File: src/rtl/reg_file_mp.sv
// ============================================================================
// Module   : reg_file_mp
// Purpose  : Two-read / two-write integer register file with hardwired x0 and
//            a sequential clear engine. Optional same-cycle write->read
//            forwarding is enabled by defining REG_FILE_BYPASS_EN.
// Revision : 1.0 - initial release
// ============================================================================
`default_nettype none

module reg_file_mp #(
    parameter int XLEN = 32,
    parameter int NREG = 32,
    parameter int AW   = $clog2(NREG)
) (
    input  logic            clk,
    input  logic            rst,
    input  logic [AW-1:0]   A1,
    input  logic [AW-1:0]   A2,
    output logic [XLEN-1:0] RD1,
    output logic [XLEN-1:0] RD2,
    input  logic            WE3,
    input  logic [AW-1:0]   A3,
    input  logic [XLEN-1:0] WD3,
    input  logic            WE4,
    input  logic [AW-1:0]   A4,
    input  logic [XLEN-1:0] WD4,
    input  logic            clr_req,
    output logic            clr_busy,
    output logic            clr_done
);

    localparam logic [1:0]    c_IDLE  = 2'd0;
    localparam logic [1:0]    c_CLEAR = 2'd1;
    localparam logic [1:0]    c_DONE  = 2'd2;
    localparam logic [AW-1:0] c_LAST  = AW'(NREG - 1);

    logic [1:0]      r_state;
    logic [AW-1:0]   r_idx;
    logic            w_we3;
    logic            w_we4;
    logic [XLEN-1:0] w_entry [NREG];
    logic [XLEN-1:0] w_rd1;
    logic [XLEN-1:0] w_rd2;

    function automatic logic f_addr_ok(input logic [AW-1:0] a);
        return (a != '0) && (int'(a) < NREG);
    endfunction

    // Write ports are frozen for the whole sweep; the pipeline stalls on clr_busy.
    assign w_we3 = WE3 && f_addr_ok(A3) && (r_state != c_CLEAR);
    assign w_we4 = WE4 && f_addr_ok(A4) && (r_state != c_CLEAR);

    always_ff @(posedge clk or negedge rst) begin
        if (!rst) begin
            r_state <= c_IDLE;
            r_idx   <= '0;
        end else begin
            case (r_state)
                c_IDLE: begin
                    if (clr_req) begin
                        r_state <= c_CLEAR;
                        r_idx   <= AW'(1);
                    end
                end
                c_CLEAR: begin
                    if (r_idx == c_LAST) begin
                        r_state <= c_DONE;
                        r_idx   <= '0;
                    end else begin
                        r_idx <= r_idx + AW'(1);
                    end
                end
                c_DONE:  r_state <= c_IDLE;
                default: r_state <= c_IDLE;
            endcase
        end
    end

    assign clr_busy   = (r_state == c_CLEAR);
    assign clr_done   = (r_state == c_DONE);
    assign w_entry[0] = '0;

    generate
        for (genvar k = 1; k < NREG; k++) begin : g_entry
            logic [XLEN-1:0] r_q;

            always_ff @(posedge clk or negedge rst) begin
                if (!rst) begin
                    r_q <= '0;
                end else if ((r_state == c_CLEAR) && (r_idx == AW'(k))) begin
                    r_q <= '0;
                end else if (w_we3 && (A3 == AW'(k))) begin
                    r_q <= WD3;
                end else if (w_we4 && (A4 == AW'(k))) begin
                    r_q <= WD4;
                end
            end

            assign w_entry[k] = r_q;
        end
    endgenerate

    // Out-of-range addresses fall through the loop and read as zero.
    always_comb begin
        w_rd1 = '0;
        w_rd2 = '0;
        for (int k = 0; k < NREG; k++) begin
            if (A1 == AW'(k)) w_rd1 = w_entry[k];
            if (A2 == AW'(k)) w_rd2 = w_entry[k];
        end
`ifdef REG_FILE_BYPASS_EN
        if (w_we4 && (A4 == A1)) w_rd1 = WD4;
        if (w_we3 && (A3 == A1)) w_rd1 = WD3;
        if (w_we4 && (A4 == A2)) w_rd2 = WD4;
        if (w_we3 && (A3 == A2)) w_rd2 = WD3;
`else
`endif
    end

    assign RD1 = w_rd1;
    assign RD2 = w_rd2;

endmodule

`default_nettype wire

File: config.mk
export PLATFORM = sky130hd
export DESIGN_NAME = reg_file_mp
export DESIGN_NICKNAME = d
export VERILOG_FILES = /design/src/rtl/reg_file_mp.sv
export SDC_FILE = /design/constraint.sdc
export NUM_CORES = 2
export LEC_CHECK = 0
export BUFFER_PORTS_ARGS = -buffer_cell sky130_fd_sc_hd__clkbuf_2
export CELL_PAD_IN_SITES_DETAIL_PLACEMENT = 2
export CELL_PAD_IN_SITES_GLOBAL_PLACEMENT = 2
export CORE_UTILIZATION = 45
export DETAILED_ROUTE_END_ITERATION = 7
export PLACE_DENSITY_LB_ADDON = 0.1
export SLEW_MARGIN = 0
export SYNTH_ARGS = -nofsm -noshare
export SYNTH_HDL_FRONTEND = slang
export SYNTH_SLANG_ARGS = --single-unit
export TNS_END_PERCENT = 30
File: constraint.sdc
create_clock -name clk -period 4.8 [get_ports clk]
set_input_delay 0 -clock clk [delete_from_list [all_inputs] [get_ports clk]]
set_output_delay 0 -clock clk [all_outputs]
set_load 0.005 [all_outputs]
Yosys cells after proc, flatten, opt, wreduce, memory -nomap -nowiden
Cells that the tools add are included.
{"block": "word_totals", "elab_cells": 489, "out_inout_bits": 66, "ff_bits": 999, "inputBits": 89}
{"block": "classes", "addsub": 1, "n_eq_ne": 160, "mux": 161, "n_reduce_logical": 134}
{"op": "2-to-1 mux 32 bit", "n": 155}
{"op": "== test 5 bit (second input constant)", "n": 80}
{"op": "== test 5 x 4 -> 1 bit (second input constant)", "n": 40}
{"op": "== test 5 x 3 -> 1 bit (second input constant)", "n": 20}
{"op": "logical AND 1 bit", "n": 97}
{"op": "nonzero test 3 bit", "n": 31}
{"op": "== test 5 x 2 -> 1 bit (second input constant)", "n": 10}
{"op": "== test 5 x 1 -> 1 bit (second input constant)", "n": 5}
{"op": "2-to-1 mux 5 bit", "n": 2}
{"op": "case mux 5 bit (2 select lines)", "n": 1}
{"op": "nonzero test 5 bit", "n": 2}
{"op": "adder 5 x 1 -> 5 bit (second input constant)", "n": 1}
{"op": "2-to-1 mux 2 bit", "n": 2}
{"op": "!= test 2 x 1 -> 1 bit (second input constant)", "n": 2}
{"op": "case mux 2 bit (2 select lines)", "n": 1}
{"op": "AND reduction 2 bit", "n": 2}
{"op": "== test 2 x 1 -> 1 bit (second input constant)", "n": 1}
{"op": "== test 2 bit (second input constant)", "n": 1}
{"op": "logical NOT 2 bit", "n": 1}
{"op": "!= test 2 bit (second input constant)", "n": 1}
{"op": "nonzero test 2 bit", "n": 1}

Longest topological paths before layout
{"block": "depth", "ltp_word": 32, "mapped_depth": 12, "depth_no_buf": 8}

Least setup slack after synthesis
No wires, ideal clock.
{"block": "synth_path", "kind": "reg-to-reg", "start": "reg r_state[1]", "end": "reg g_entry[11].r_q[10]", "arrival_ns": 1.995, "t_required_ns": 4.722, "n_path_buf": 3, "path_slack_ns": 2.727, "synth_period_minus_slack_ns": 2.073, "path_stages_with_launch": 10, "setup_time_ns": 0.078, "path_cell_list": "dfrtp_1 > nand2b_2 > and2_1 > and3_1 > buf_2 > a21oi_1 > and2_1 > buf_2 > buf_2 > o2bb2ai_1"}
{"block": "synth_between", "elab_chain_cells": 5, "word_cells_on_any_way": 10, "cone_classes": "eq/ne (2); mux (2); reduce/logical (6)"}
{"element": "start, declared", "line": "37", "rtl": "logic [1:0] r_state;"}
{"element": "start signal, assigned", "line": "55", "rtl": "r_state <= c_IDLE;"}
{"element": "start signal, assigned", "line": "61", "rtl": "r_state <= c_CLEAR;"}
{"element": "start signal, assigned", "line": "67", "rtl": "r_state <= c_DONE;"}
{"element": "!= test 2 x 1 -> 1 bit", "line": "50, 51"}
{"element": "logical AND 1 bit", "line": "50", "rtl": "assign w_we3 = WE3 && f_addr_ok(A3) && (r_state != c_CLEAR);"}
{"element": "logical AND 1 bit", "line": "92", "rtl": "end else if (w_we3 && (A3 == AW'(k))) begin"}
{"element": "2-to-1 mux 32 bit", "line": "92"}
{"element": "2-to-1 mux 32 bit", "line": "90", "rtl": "end else if ((r_state == c_CLEAR) && (r_idx == AW'(k))) begin"}
{"element": "end signal, assigned", "line": "89", "rtl": "r_q <= '0;"}
{"element": "end signal, assigned", "line": "91", "rtl": "r_q <= '0;"}
{"element": "end signal, assigned", "line": "93", "rtl": "r_q <= WD3;"}
{"element": "end, declared", "line": "85", "rtl": "logic [XLEN-1:0] r_q;"}
Several ways; a longest one is shown, not always the timed one.
A chain may end at the register's enable or synchronous reset.

Worst setup path in the final report
{"block": "layout_path", "start": "reg g_entry[4].r_q[24]", "end": "out RD2[24]"}
{"block": "layout_between", "elab_chain_cells": 28}
{"element": "start, declared", "line": "85"}
{"element": "start signal, assigned", "line": "89"}
{"element": "start signal, assigned", "line": "91"}
{"element": "start signal, assigned", "line": "93"}
{"element": "2-to-1 mux 32 bit (28 in series)", "line": "109", "rtl": "if (A2 == AW'(k)) w_rd2 = w_entry[k];"}
{"element": "end, declared", "line": "20", "rtl": "output logic [XLEN-1:0] RD2,"}
Every way passes these cells.

==> metrics <==
post-CTS clock slew at the launch and capture registers of the worst setup and hold paths=0.06 ns; kind of end point of the critical path=output port; vias in the first global route=71400; dpl cell area=0.0688 sq mm; fraction of the cycle the final worst path needs=89.1%; Max VDD drop=0.346 mV; R2R Setup Slk=0.73 ns; worst reg2reg path depth=8; Post-synth EDFFs=0; number of max-cap violations=0; status=finished, violations left; num ports=155; number of synthesized register bits=999; number of post-CTS setup repair buffers=0; Distinct cells, synth=88; async set-or-reset flop fraction in the synthesized netlist=100%; number of rows in the core area=139; CORE AREA=0.144 sq mm; final setup margin=0.522 ns; final max-slew violation count=0; Ys Warns=0; global routing usage summed across all routing layers=54.8%; Die Width=383 microns; setup slack after placement=1.01 ns; share of the yosys chip area belonging to registers=38.3%; Post-Syn Area=0.0653 sq mm; headroom to the max-slew limit=3.55%; Critical-path top delay cell=a31oi_1; # resized after CTS=0; dominant synthesized flop cell=dfrtp_1; total overflow reported by the global router=0; number of design-rule violations left by the first detailed-router iteration=10200; Static Leak=0.0294 uW; type of origin of the critical path=flop; initial antenna violation count=60; arrival time worst endpoint=4.28 ns; mean area per synthesized cell=9.65 sq um; cell chosen for the clock root=clkbuf_16; share of final-layout standard cells stronger than drive strength 1=14.4%; routed length per placed instance=47.4 microns; cell taking the most area after synthesis=dfrtp_1; Net Count, Synth=6855; CP required=4.80 ns; cell repeated most along the worst path=o21ai_0; CP max stage delay=0.82 ns; violations in the final reports=DRC; most common library cells after synthesis=mux2i_1, dfrtp_1, o2bb2ai_1, clkbuf_1, o21ai_0; Final Setup Violations=0; Critical Setup Path Class=reg2out; post-route cell area=0.0733 sq mm; number of port buffers=154; Remaining DRCs=25; Die Span Y=383 microns; Layout Area Growth over Synthesis=12.3%; FF-to-FF Start=r_state[1]$_DFFE_PN0P_; transition time at the pin with the least slew margin=1.44 ns; Bufs on Longest Clock Path=3; DR vias=70100; endpoints failing hold=0; Achievable Freq=0.234 GHz; starting density of the core=45.4%; overall routed net length=411000 microns; worst skew pair latency=0.80 ns; top-area cell type share of the netlist area=38.3%; final layout net count=6726; number of sinks on the clock net=999; Synth Instances=6760; post-detailed-placement half-perimeter wirelength=272000 microns; pwr dens=457 mW/mm^2; final weighted congestion of routability-driven global placement=1.00; length of the first detailed-routing pass in iterations=8; most repeated cell in the gate-level netlist after synthesis=mux2i_1; capture point of the worst reg-to-reg path=g_entry[13].r_q[19]$_DFFE_PN0P_; minimum clock period=4.28 ns; number of hold buffers added after CTS=8; Routed Antenna Nets=0; CTS buffer count=131; class of the worst hold path=in2async; number of levels the H-tree was split into=4; die area=0.147 sq mm; unrepaired setup endpoints after global routing=no; first-pass GRT wire length=576000 microns; minimum hold slack=0.0309 ns; largest net degree at the start of global routing=120; worst-path fanout max=3; cell-by-cell listing of the critical path=nor2b_1 > a211oi_1 > o21ai_0 > nand2_1 > nand4_1 > a31oi_1 > o21ai_0 > clkbuf_2; CTS tree=done; biggest area contributors in the synthesized netlist=dfrtp_1, mux2i_1, o2bb2ai_1; clock tree skew after final layout=0.0183 ns; mean number of vias per cell=8.08
==> routing by layer <==
metal / share of wire [%] / track usage [%] / up-vias
met5: 0.10 / 0 / -
met4: 8.7 / 38.6 / 54
met3: 14 / 21.6 / 2059
met2: 41 / 77.2 / 6320
met1: 36 / 68.2 / 35900
li1: - / - / 25700
==> layout make-up <==
class | instances | area [sq um]
Clock buffer | 200 | 4050
Tap cell | 1903 | 2380
Fill cell | 14600 | 70500
Timing Repair Buffer | 544 | 4000
Multi-Input combinational cell | 4932 | 37400
Inverter | 23 | 87.6
Sequential cell | 999 | 25000
Clock inverter | 33 | 293
Antenna cell | 34 | 85.1
==> registers in the layout, summed over array words and instances, names as in the netlist <==
signal       cells
r_idx            5
r_state          2
g_entry.r_q    992
==> how the worst max path moves through the flow <==
stage | slack, ns | startpoint | end | cells past startpoint
finish | 0.52 | g_entry[4].r_q[24]$_DFFE_PN0P_ | RD2[24] | 8
global route | 0.77 | A2[1] | RD2[1] | 12
CTS | 0.95 | r_state[1]$_DFFE_PN0P_ | g_entry[13].r_q[19]$_DFFE_PN0P_ | 8
detailed placement | 1.01 | A2[1] | RD2[1] | 12
global placement | -0.02 | A2[1] | RD2[1] | 11
floorplan | 2.73 | r_state[1]$_DFFE_PN0P_ | g_entry[11].r_q[10]$_DFFE_PN0P_ | 9
==> cells by family (layout without fill, tap and decap cells) <==
family	count (synthesis)	count (layout)	share of synthesized area [%]
compound gates	2610	2610	28.4
mux	1296	1296	20.5
simple gates	1020	1020	7.18
flops	999	999	38.3
buf+inv	829	800	5.53
fa+ha+maj	6	6	0.115
other cells	0	34	0
==> metrics by stage <==
step	cells	utilization [%]	setup TNS, ns	total power, uW
6_report	8668	51.0	0	33500
4_1_cts	8634	50.9	0	32800
3_3_place_gp	8391	47.8	-0.0211	21900
2_1_floorplan	6760	-	0	18000
5_1_grt	8649	50.9	0	34000
3_5_place_dp	8393	47.8	0	22400
==> critical path, delay by kind of cell (launching register included) <==
family	cells	cell delay (ns)
and+or+nand+nor	3	0.55
DFF	1	0.39
buffers and inverters	1	0.29
AOI/OAI and AO/OA	4	2.25
==> layout by cell type, fill, tap and decap left out, types with 42 or more instances in the layout <==
cell type and instances:
nor3_1 55, buf_4 366, a211oi_1 66, o2bb2ai_1 870, clkbuf_2 145, a21oi_1 382
mux2_2 53, dfrtp_1 999, o211ai_1 45, nand3_1 74, o21ai_0 406, o21ai_1 115
o221ai_1 51, a22oi_1 104, a221oi_1 42, clkbuf_16 140, nand2_1 389, nor2_1 269
mux2i_1 1218, o22ai_1 202
==> power by group <==
group / switching [uW] / internal (uW) / total, uW
clock: 4320 / 6010 / 10300
combinational: 5400 / 3560 / 8960
sequential: 3110 / 11100 / 14200
Power figures use the tool's default switching activity.
